<file path="src/rtl/time_pkg.sv">
// Shared definitions for the time-adjust controller: FSM states, digit field
// indices and default cycle counts. Optional build macro used by the
// controller: TIME_ADJUST_AUTO_REPEAT_EN.
package time_pkg;

  typedef enum logic [1:0] {
    RUN       = 2'd0,
    SET_IDLE  = 2'd1,
    SET_PULSE = 2'd2
  } state_e;

  // Field indices on the select bus (0/1 are the ms digits, never adjustable)
  localparam logic [3:0] SEL_SEC_L = 4'd2;
  localparam logic [3:0] SEL_MAX   = 4'd15;

  // Defaults for a 50 MHz clock
  localparam int DEB_CYC_DEF        = 500_000;
  localparam int TIMEOUT_CYC_DEF    = 500_000_000;
  localparam int PULSE_CYC_DEF      = 4;
  localparam int RPT_DELAY_CYC_DEF  = 25_000_000;
  localparam int RPT_PERIOD_CYC_DEF = 5_000_000;

endpackage

</file>
<file path="src/rtl/key_debounce.sv">
// One pushbutton: 2-flop synchroniser, counter debounce and a 1-cycle press
// strobe on the debounced falling edge. With TIME_ADJUST_AUTO_REPEAT_EN the
// debounced level is also exported as 'held'.
module key_debounce
  import time_pkg::*;
#(
  parameter int DEB_CYC = DEB_CYC_DEF
) (
  input  logic clk,
  input  logic rst_n,
  input  logic key_n,
`ifdef TIME_ADJUST_AUTO_REPEAT_EN
  output logic held,
`endif
  output logic press
);

  localparam int CW = (DEB_CYC > 1) ? $clog2(DEB_CYC) : 1;

  logic [1:0]    sync_q, sync_d;
  logic          stable_q, stable_d;
  logic [CW-1:0] cnt_q, cnt_d;
  logic          press_q, press_d;

  // Count consecutive samples that disagree with the debounced level; flip on the last one
  always_comb begin
    sync_d   = {sync_q[0], key_n};
    stable_d = stable_q;
    cnt_d    = '0;
    press_d  = 1'b0;
    if (sync_q[1] != stable_q) begin
      if (cnt_q == CW'(DEB_CYC - 1)) begin
        stable_d = sync_q[1];
        press_d  = ~sync_q[1];
      end else begin
        cnt_d = cnt_q + 1'b1;
      end
    end
  end

  // State registers; reset to the released (high) level
  always_ff @(posedge clk) begin
    if (!rst_n) begin
      sync_q   <= 2'b11;
      stable_q <= 1'b1;
      cnt_q    <= '0;
      press_q  <= 1'b0;
    end else begin
      sync_q   <= sync_d;
      stable_q <= stable_d;
      cnt_q    <= cnt_d;
      press_q  <= press_d;
    end
  end

  assign press = press_q;
`ifdef TIME_ADJUST_AUTO_REPEAT_EN
  assign held  = ~stable_q;
`endif

endmodule

</file>
<file path="src/rtl/time_adjust_ctrl.sv">
// Manual time-set controller: four debounced keys drive a RUN / SET_IDLE /
// SET_PULSE FSM that selects a digit field and emits fixed-width add/clr
// pulses. Define TIME_ADJUST_AUTO_REPEAT_EN for add-key auto-repeat.
module time_adjust_ctrl
  import time_pkg::*;
#(
  parameter int DEB_CYC        = DEB_CYC_DEF,
  parameter int TIMEOUT_CYC    = TIMEOUT_CYC_DEF,
  parameter int PULSE_CYC      = PULSE_CYC_DEF,
  parameter int RPT_DELAY_CYC  = RPT_DELAY_CYC_DEF,
  parameter int RPT_PERIOD_CYC = RPT_PERIOD_CYC_DEF
) (
  input  logic       CLOCK_50,
  input  logic       rst_n,
  input  logic       key_mode,
  input  logic       key_next,
  input  logic       key_add,
  input  logic       key_clr,
  output logic       adjust,
  output logic [3:0] select,
  output logic       add,
  output logic       clr,
  output logic       in_set
);

  localparam int TW = (TIMEOUT_CYC > 1) ? $clog2(TIMEOUT_CYC) : 1;
  localparam int PW = (PULSE_CYC > 1) ? $clog2(PULSE_CYC) : 1;

  logic mode_p, next_p, add_p, clr_p;

  key_debounce #(.DEB_CYC(DEB_CYC)) u_deb_mode (.clk(CLOCK_50), .rst_n(rst_n), .key_n(key_mode), .press(mode_p));
  key_debounce #(.DEB_CYC(DEB_CYC)) u_deb_next (.clk(CLOCK_50), .rst_n(rst_n), .key_n(key_next), .press(next_p));
  key_debounce #(.DEB_CYC(DEB_CYC)) u_deb_clr  (.clk(CLOCK_50), .rst_n(rst_n), .key_n(key_clr),  .press(clr_p));

  state_e        state_q, state_d;
  logic [3:0]    sel_q, sel_d;
  logic [PW-1:0] pcnt_q, pcnt_d;
  logic [TW-1:0] to_q, to_d;
  logic          pend_q, pend_d;
  logic          is_clr_q, is_clr_d;
  logic          add_ev, clr_ev, evt_any;

`ifdef TIME_ADJUST_AUTO_REPEAT_EN
  localparam int RMAX = (RPT_DELAY_CYC > RPT_PERIOD_CYC) ? RPT_DELAY_CYC : RPT_PERIOD_CYC;
  localparam int RW   = (RMAX > 1) ? $clog2(RMAX) : 1;

  logic          add_held;
  logic [RW-1:0] rcnt_q, rcnt_d;
  logic          rph_q, rph_d;
  logic          rpt_ev;

  key_debounce #(.DEB_CYC(DEB_CYC)) u_deb_add (.clk(CLOCK_50), .rst_n(rst_n), .key_n(key_add), .held(add_held), .press(add_p));

  // Hold timer for add: first repeat after RPT_DELAY_CYC, then every RPT_PERIOD_CYC
  always_comb begin
    rcnt_d = rcnt_q;
    rph_d  = rph_q;
    rpt_ev = 1'b0;
    if (state_q == RUN || !add_held || add_p) begin
      rcnt_d = '0;
      rph_d  = 1'b0;
    end else if (rph_q ? (rcnt_q == RW'(RPT_PERIOD_CYC - 1)) : (rcnt_q == RW'(RPT_DELAY_CYC - 1))) begin
      rpt_ev = 1'b1;
      rcnt_d = '0;
      rph_d  = 1'b1;
    end else begin
      rcnt_d = rcnt_q + 1'b1;
    end
  end

  // Repeat timer registers
  always_ff @(posedge CLOCK_50) begin
    if (!rst_n) begin
      rcnt_q <= '0;
      rph_q  <= 1'b0;
    end else begin
      rcnt_q <= rcnt_d;
      rph_q  <= rph_d;
    end
  end

  assign add_ev = add_p | rpt_ev;
`else
  key_debounce #(.DEB_CYC(DEB_CYC)) u_deb_add (.clk(CLOCK_50), .rst_n(rst_n), .key_n(key_add), .press(add_p));

  assign add_ev = add_p;
`endif

  assign clr_ev  = clr_p;
  assign evt_any = mode_p | next_p | add_ev | clr_ev;

  // Next-state: field selection, pulse timing, idle timeout and the deferred mode press
  always_comb begin
    state_d  = state_q;
    sel_d    = sel_q;
    pcnt_d   = pcnt_q;
    to_d     = to_q;
    pend_d   = pend_q;
    is_clr_d = is_clr_q;
    case (state_q)
      RUN: begin
        to_d   = '0;
        pend_d = 1'b0;
        if (mode_p) begin
          state_d = SET_IDLE;
          sel_d   = SEL_SEC_L;
        end
      end
      SET_IDLE: begin
        if (mode_p) begin
          state_d = RUN;
        end else begin
          if (next_p) sel_d = (sel_q == SEL_MAX) ? SEL_SEC_L : sel_q + 4'd1;
          // clr wins when both arrive together
          if (add_ev || clr_ev) begin
            state_d  = SET_PULSE;
            pcnt_d   = '0;
            is_clr_d = clr_ev;
          end
          if (evt_any)                          to_d = '0;
          else if (to_q == TW'(TIMEOUT_CYC - 1)) state_d = RUN;
          else                                  to_d = to_q + 1'b1;
        end
      end
      SET_PULSE: begin
        to_d = '0;
        if (mode_p) pend_d = 1'b1;
        if (pcnt_q == PW'(PULSE_CYC - 1)) begin
          state_d = (pend_q || mode_p) ? RUN : SET_IDLE;
          pend_d  = 1'b0;
        end else begin
          pcnt_d = pcnt_q + 1'b1;
        end
      end
      default: state_d = RUN;
    endcase
  end

  // Controller registers
  always_ff @(posedge CLOCK_50) begin
    if (!rst_n) begin
      state_q  <= RUN;
      sel_q    <= SEL_SEC_L;
      pcnt_q   <= '0;
      to_q     <= '0;
      pend_q   <= 1'b0;
      is_clr_q <= 1'b0;
    end else begin
      state_q  <= state_d;
      sel_q    <= sel_d;
      pcnt_q   <= pcnt_d;
      to_q     <= to_d;
      pend_q   <= pend_d;
      is_clr_q <= is_clr_d;
    end
  end

  assign adjust = (state_q == RUN);
  assign in_set = ~adjust;
  assign select = sel_q;
  assign add    = (state_q == SET_PULSE) & ~is_clr_q;
  assign clr    = (state_q == SET_PULSE) &  is_clr_q;

endmodule
</file>
<file path="config.mk">
export PLATFORM = sky130hd
export DESIGN_NAME = time_adjust_ctrl
export DESIGN_NICKNAME = d
export VERILOG_FILES = /design/src/rtl/time_pkg.sv /design/src/rtl/key_debounce.sv /design/src/rtl/time_adjust_ctrl.sv
export SDC_FILE = /design/constraint.sdc
export NUM_CORES = 1
export LEC_CHECK = 0
export BUFFER_PORTS_ARGS = -buffer_cell sky130_fd_sc_hd__buf_4
export CORE_ASPECT_RATIO = 0.75
export CORE_UTILIZATION = 55
export DETAILED_ROUTE_END_ITERATION = 8
export PLACE_DENSITY = 0.71
export SKIP_LAST_GASP = 1
export SLEW_MARGIN = 20
export SYNTH_ARGS = -nofsm -noshare
export SYNTH_HDL_FRONTEND = slang
export SYNTH_SLANG_ARGS = --single-unit
export TNS_END_PERCENT = 30
</file>
<file path="constraint.sdc">
create_clock -name CLOCK_50 -period 2.2 [get_ports CLOCK_50]
set_input_delay 0.11 -clock CLOCK_50 [delete_from_list [all_inputs] [get_ports CLOCK_50]]
set_output_delay 0.11 -clock CLOCK_50 [all_outputs]
set_load 0.005 [all_outputs]
</file>
# Word level (Yosys, flattened, before mapping)
# Cells that the tools add are included.
# totals
ff_bits	131
out_inout_bits	8
wordCells	117
# classes
reduce_logical	26
add_sub_neg	7
n_eq_ne	21
n_bitwise	17
n_mux	24
# ops
cell	count
$mux W29	3
$add A19 B1 Y19 const B	4
$eq A19 B19 Y1 const B	4
$pmux W29 S2	1
$add A29 B1 Y29 const B	1
$eq A29 B29 Y1 const B	1
$mux W2	9
$reduce_and A3 Y1	6
$mux W4	4
$not A1 Y1	12
$reduce_and A2 Y1	6
$reduce_or A3 Y1	4
$ne A2 B2 Y1 const B	4
$pmux W4 S2	1
$reduce_and A4 Y1	2
$reduce_bool A2 Y1	4
$pmux W2 S3	1
$add A4 B1 Y4 const B	1
$eq A2 B2 Y1 const B	2
$eq A4 B4 Y1 const B	1
$ne A1 B1 Y1	4
$ne A2 B1 Y1 const B	2
$pmux W2 S2	1
$mux W1	3
10 further kinds	14

# Depth between registers and ports, before layout
# logic_depth
ltp_word	6
ltp_mapped	7

# By module
# A second synthesis with hierarchy kept.
# hier_totals
cells_unflattened	735
hier_area_um2	6533.8
# by_module_without_submodules
module	instances	area_each_um2	cells_per_inst
key_debounce	4	1086.0	117
time_adjust_ctrl	1	2189.6	267

# Worst setup path after synthesis
# No wires, ideal clock.
# synth_timing
kind	register to register
start	register u_deb_next.cnt_q[0]
end	register u_deb_next.cnt_q[14]
n_path_buf	1
t_arrival_ns	1.636
setup_slack_ns	0.449
required_time_ns	2.085
path_stages_with_launch	7
path_cell_list	dfxtp_1 > ha_1 > nand4_1 > or4_4 > nand3_4 > buf_6 > nor2_1
# synth_via
elab_chain_len	2
word_cells_on_any_way	3
cone_classes	add/sub (1); eq/ne (1); reduce/logical (1)
# synth_rtl
item	line	rtl
start, declared	key_debounce.sv:22	logic [CW-1:0] cnt_q, cnt_d;
start signal, assigned	key_debounce.sv:51	cnt_q <= cnt_d;
parallel branches: the longest is 2 deep, another holds $add A19 B1 Y19	--	
# Several ways; the timed one is not identified.
# A chain may end at the register's enable or synchronous reset.

# Worst setup path after layout
# layout_timing
start	register to_q[13]
end	register to_q[6]
# layout_via
elab_chain_len	3
# layout_rtl
item	line	rtl
start, declared	time_adjust_ctrl.sv:38	logic [TW-1:0] to_q, to_d;
start signal, assigned	time_adjust_ctrl.sv:152	to_q <= to_d;
$eq A29 B29 Y1	time_adjust_ctrl.sv:121	else if (to_q == TW'(TIMEOUT_CYC - 1)) state_d = RUN;
$ne A3 B3 Y1 (no source line)	--	
$reduce_and A3 Y1 (no source line)	--	
# Every way passes these cells.

==> out/qor.yml <==
die_h_um: 91.9
antenna_found_initial: 0
netlist_area_um2: 5920
ant_nets: 0
synth_edf_count: 0
grt_pass1_vias: 4596
path_clk_slew_ns: 0.06
hp-class: "flip-flop to flip-flop"
cts_tree: "built"
h-tree-depth: 4
ys_seq_area_share_pct: 44.3
power_frac_comb_pct: 1.0
port-buffer-count: 13
yosys.cell_types.count: 62
drtPass1Iterations: 4
place_area_um2: 6210
place_congestion: 0.896
layout.cells.non_filler: 857
final-setup-viol-count: 0
period_share_pct: 87.5
end_kind: "flip-flop"
p_clk_share_pct: 54.0
p_int_mw: 4.25
coreArea_um2: 10400
avgSynthCellArea_um2: 8.81
die_x_um: 122
worst_slack_ns: 0.274
fin_tns_setup_ns: 0
cts-resized-gates: 0
drt_iter0_markers: 266
area_growth_pct: 16.1
dr_total_vias: 4786
max_freq_mhz: 519
insertion_delay_ns: 0.41
rsz0062_at_grt: "false"
dp_slack_ns: 0.321
nets: 721
io_pins: 14
crit_type: "flip-flop to flip-flop"
pwr-share-seq_pct: 45.0
dieArea_um2: 11200
drive_gt1_share_pct: 10.3
cap_viol_max_count: 0
synth-seq-cells: 131
maxSlewHeadroom_pct: 56.1
async_reset_ff_share_pct: 0
p_sw_share_pct: 20.0
cts_buffers: 17
ir_worst_vdd_mv: 0.568
cts.sinks: 131
grt_overflow: 0
arrival_ns: 2.23
cts_setup_buffers: 0
insertedDiodeCount: 0
synth_warnings: 0
grt_pass1_wl_mm: 20.9
stdcell_area_um2: 6880
start_util_pct: 57.1
routedWlPerCell_um: 14.1
final.setup_skew_ns: 0.00676
clk_path_buf_depth: 2
drc: 0
grt_max_degree: 20
slew_viol_final: 0
grt_use_total_pct: 23.4
cp-start-kind: "flip-flop"
dp_cells: 819
synth_cells: 672
cts_hold_buf: 6
finalCriticalPeriod_ns: 1.93
hold_slack_ns: 0.403
p_leak_nw: 2.29
status: "completed"
synthFlopType: "dfxtp_1"
routed_wirelength_mm: 12.1
root_buffer: "clkbuf_16"
cp_max_fo: 13
hpwl_mm: 8.23
num_rows: 32
p_switching_mw: 1.06
power_density_nw_per_um2: 772
tightest_slew_ns: 0.652
viasPerCell: 5.58
crit_required_ns: 2.51
hold_violations: 0
syn-num-nets: 685
-- metal layers --
| layer | up-vias | routed length (um) | track usage, % |
|---|---|---|---|
| li1 | 2416 | - | - |
| met1 | 2249 | 5960 | 31.1 |
| met2 | 104 | 5270 | 35.6 |
| met3 | 17 | 627 | 6.03 |
| met4 | 0 | 194 | 9.77 |
| met5 | - | 0 | 0 |
-- final cells by class --
| cell class | count | area [um^2] |
|---|---|---|
| Fill cell | 841 | 3490 |
| Multi-Input combinational cell | 510 | 3140 |
| Sequential cell | 131 | 2620 |
| Clock buffer | 20 | 457 |
| Timing Repair Buffer | 33 | 275 |
| Tap cell | 136 | 170 |
| Clock inverter | 12 | 154 |
| Inverter | 15 | 56.3 |
-- flip-flops by register name, indices dropped and copies added, names as in the netlist, 4 cells and up --
name and cells:
select 4, to_q 29, u_deb_add.cnt_q 19, u_deb_clr.cnt_q 19, u_deb_mode.cnt_q 19, u_deb_next.cnt_q 19
-- cells by family (layout without fill, tap and decap cells) --
group	count (synthesis)	in the layout	share of synthesized area [%]
buffers and inverters	31	80	2.64
DFF	131	131	44.3
adders and majority gates	7	7	1.48
xor gates and xnor gates	87	87	12.9
muxes	4	4	0.676
AOI/OAI and AO/OA	54	54	6.00
and+or+nand+nor	358	358	32.1
-- power by group through the flow --
| stage | Sequential, mW | Clock (mW) | Combinational, mW |
|---|---|---|---|
| 2_1_floorplan | 2.44 | 0 | 0.0322 |
| 3_3_place_gp | 2.44 | 0 | 0.0450 |
| 3_5_place_dp | 2.44 | 0 | 0.0461 |
| 4_1_cts | 2.39 | 2.92 | 0.0545 |
| 5_1_grt | 2.39 | 3.04 | 0.0607 |
| 6_report | 2.39 | 2.87 | 0.0542 |
-- cells in the final DEF, fill, tap and decap left out, drive strengths merged, types with 14 or more instances in the layout --
| master | Yosys | layout |
|---|---|---|
| dfxtp | 131 | 131 |
| nor2 | 119 | 119 |
| nand3 | 50 | 50 |
| nand2 | 46 | 46 |
| xor2 | 46 | 46 |
| xnor2 | 41 | 41 |
| nand4 | 27 | 27 |
| buf | 9 | 27 |
| nor3 | 25 | 25 |
| a21oi | 21 | 21 |
| clkbuf | 7 | 20 |
| and3 | 18 | 18 |
| inv | 14 | 15 |
| o21ai | 14 | 14 |
-- critical path: stages (launching register included) --
cell and delay (ns):
dfxtp_1 0.48, and3b_1 0.26, nand4_1 0.18, o31ai_4 0.47
buf_12 0.18, nor4_1 0.05, o21ba_2 0.19
-- per-stage QoR --
step | power (mW) | utilization [%]
after global placement | 2.48 | 59.9
after CTS | 5.36 | 66.3
after detailed placement | 2.48 | 59.9
after global routing | 5.49 | 66.3
final | 5.31 | 66.3
after floorplan | 2.47 | -
-- Yosys cell counts (5+ instances only) --
cell type / count / area share (%)
a21oi_1: 21 / 1.8
and3_1: 18 / 1.9
and4_1: 5 / 0.74
clkbuf_1: 7 / 0.44
dfxtp_1: 131 / 44
ha_1: 7 / 1.5
inv_1: 13 / 0.82
nand2_1: 46 / 2.9
nand2b_1: 9 / 0.95
nand3_1: 49 / 4.1
nand4_1: 26 / 2.7
nor2_1: 119 / 7.5
nor3_1: 21 / 1.8
nor4_1: 10 / 1.1
nor4b_1: 6 / 0.89
o21ai_0: 11 / 0.93
or3_1: 11 / 1.2
xnor2_1: 41 / 6.1
xor2_1: 46 / 6.8
-- path summary, 6_finish.rpt --
path                                         from                               to  slack (ns)  depth (start not counted)
setup / recovery            to_q[13]$_SDFFE_PN0P_             to_q[6]$_SDFFE_PN0P_        0.27                          6
hold / removal    u_deb_next.sync_q[0]$_SDFF_PN1_  u_deb_next.sync_q[1]$_SDFF_PN1_        0.40                          1
setup reg to reg            to_q[13]$_SDFFE_PN0P_             to_q[6]$_SDFFE_PN0P_        0.27                          6
hold reg to reg   u_deb_next.sync_q[0]$_SDFF_PN1_  u_deb_next.sync_q[1]$_SDFF_PN1_        0.40                          1
Note: power is estimated with default switching activity, not from simulation.
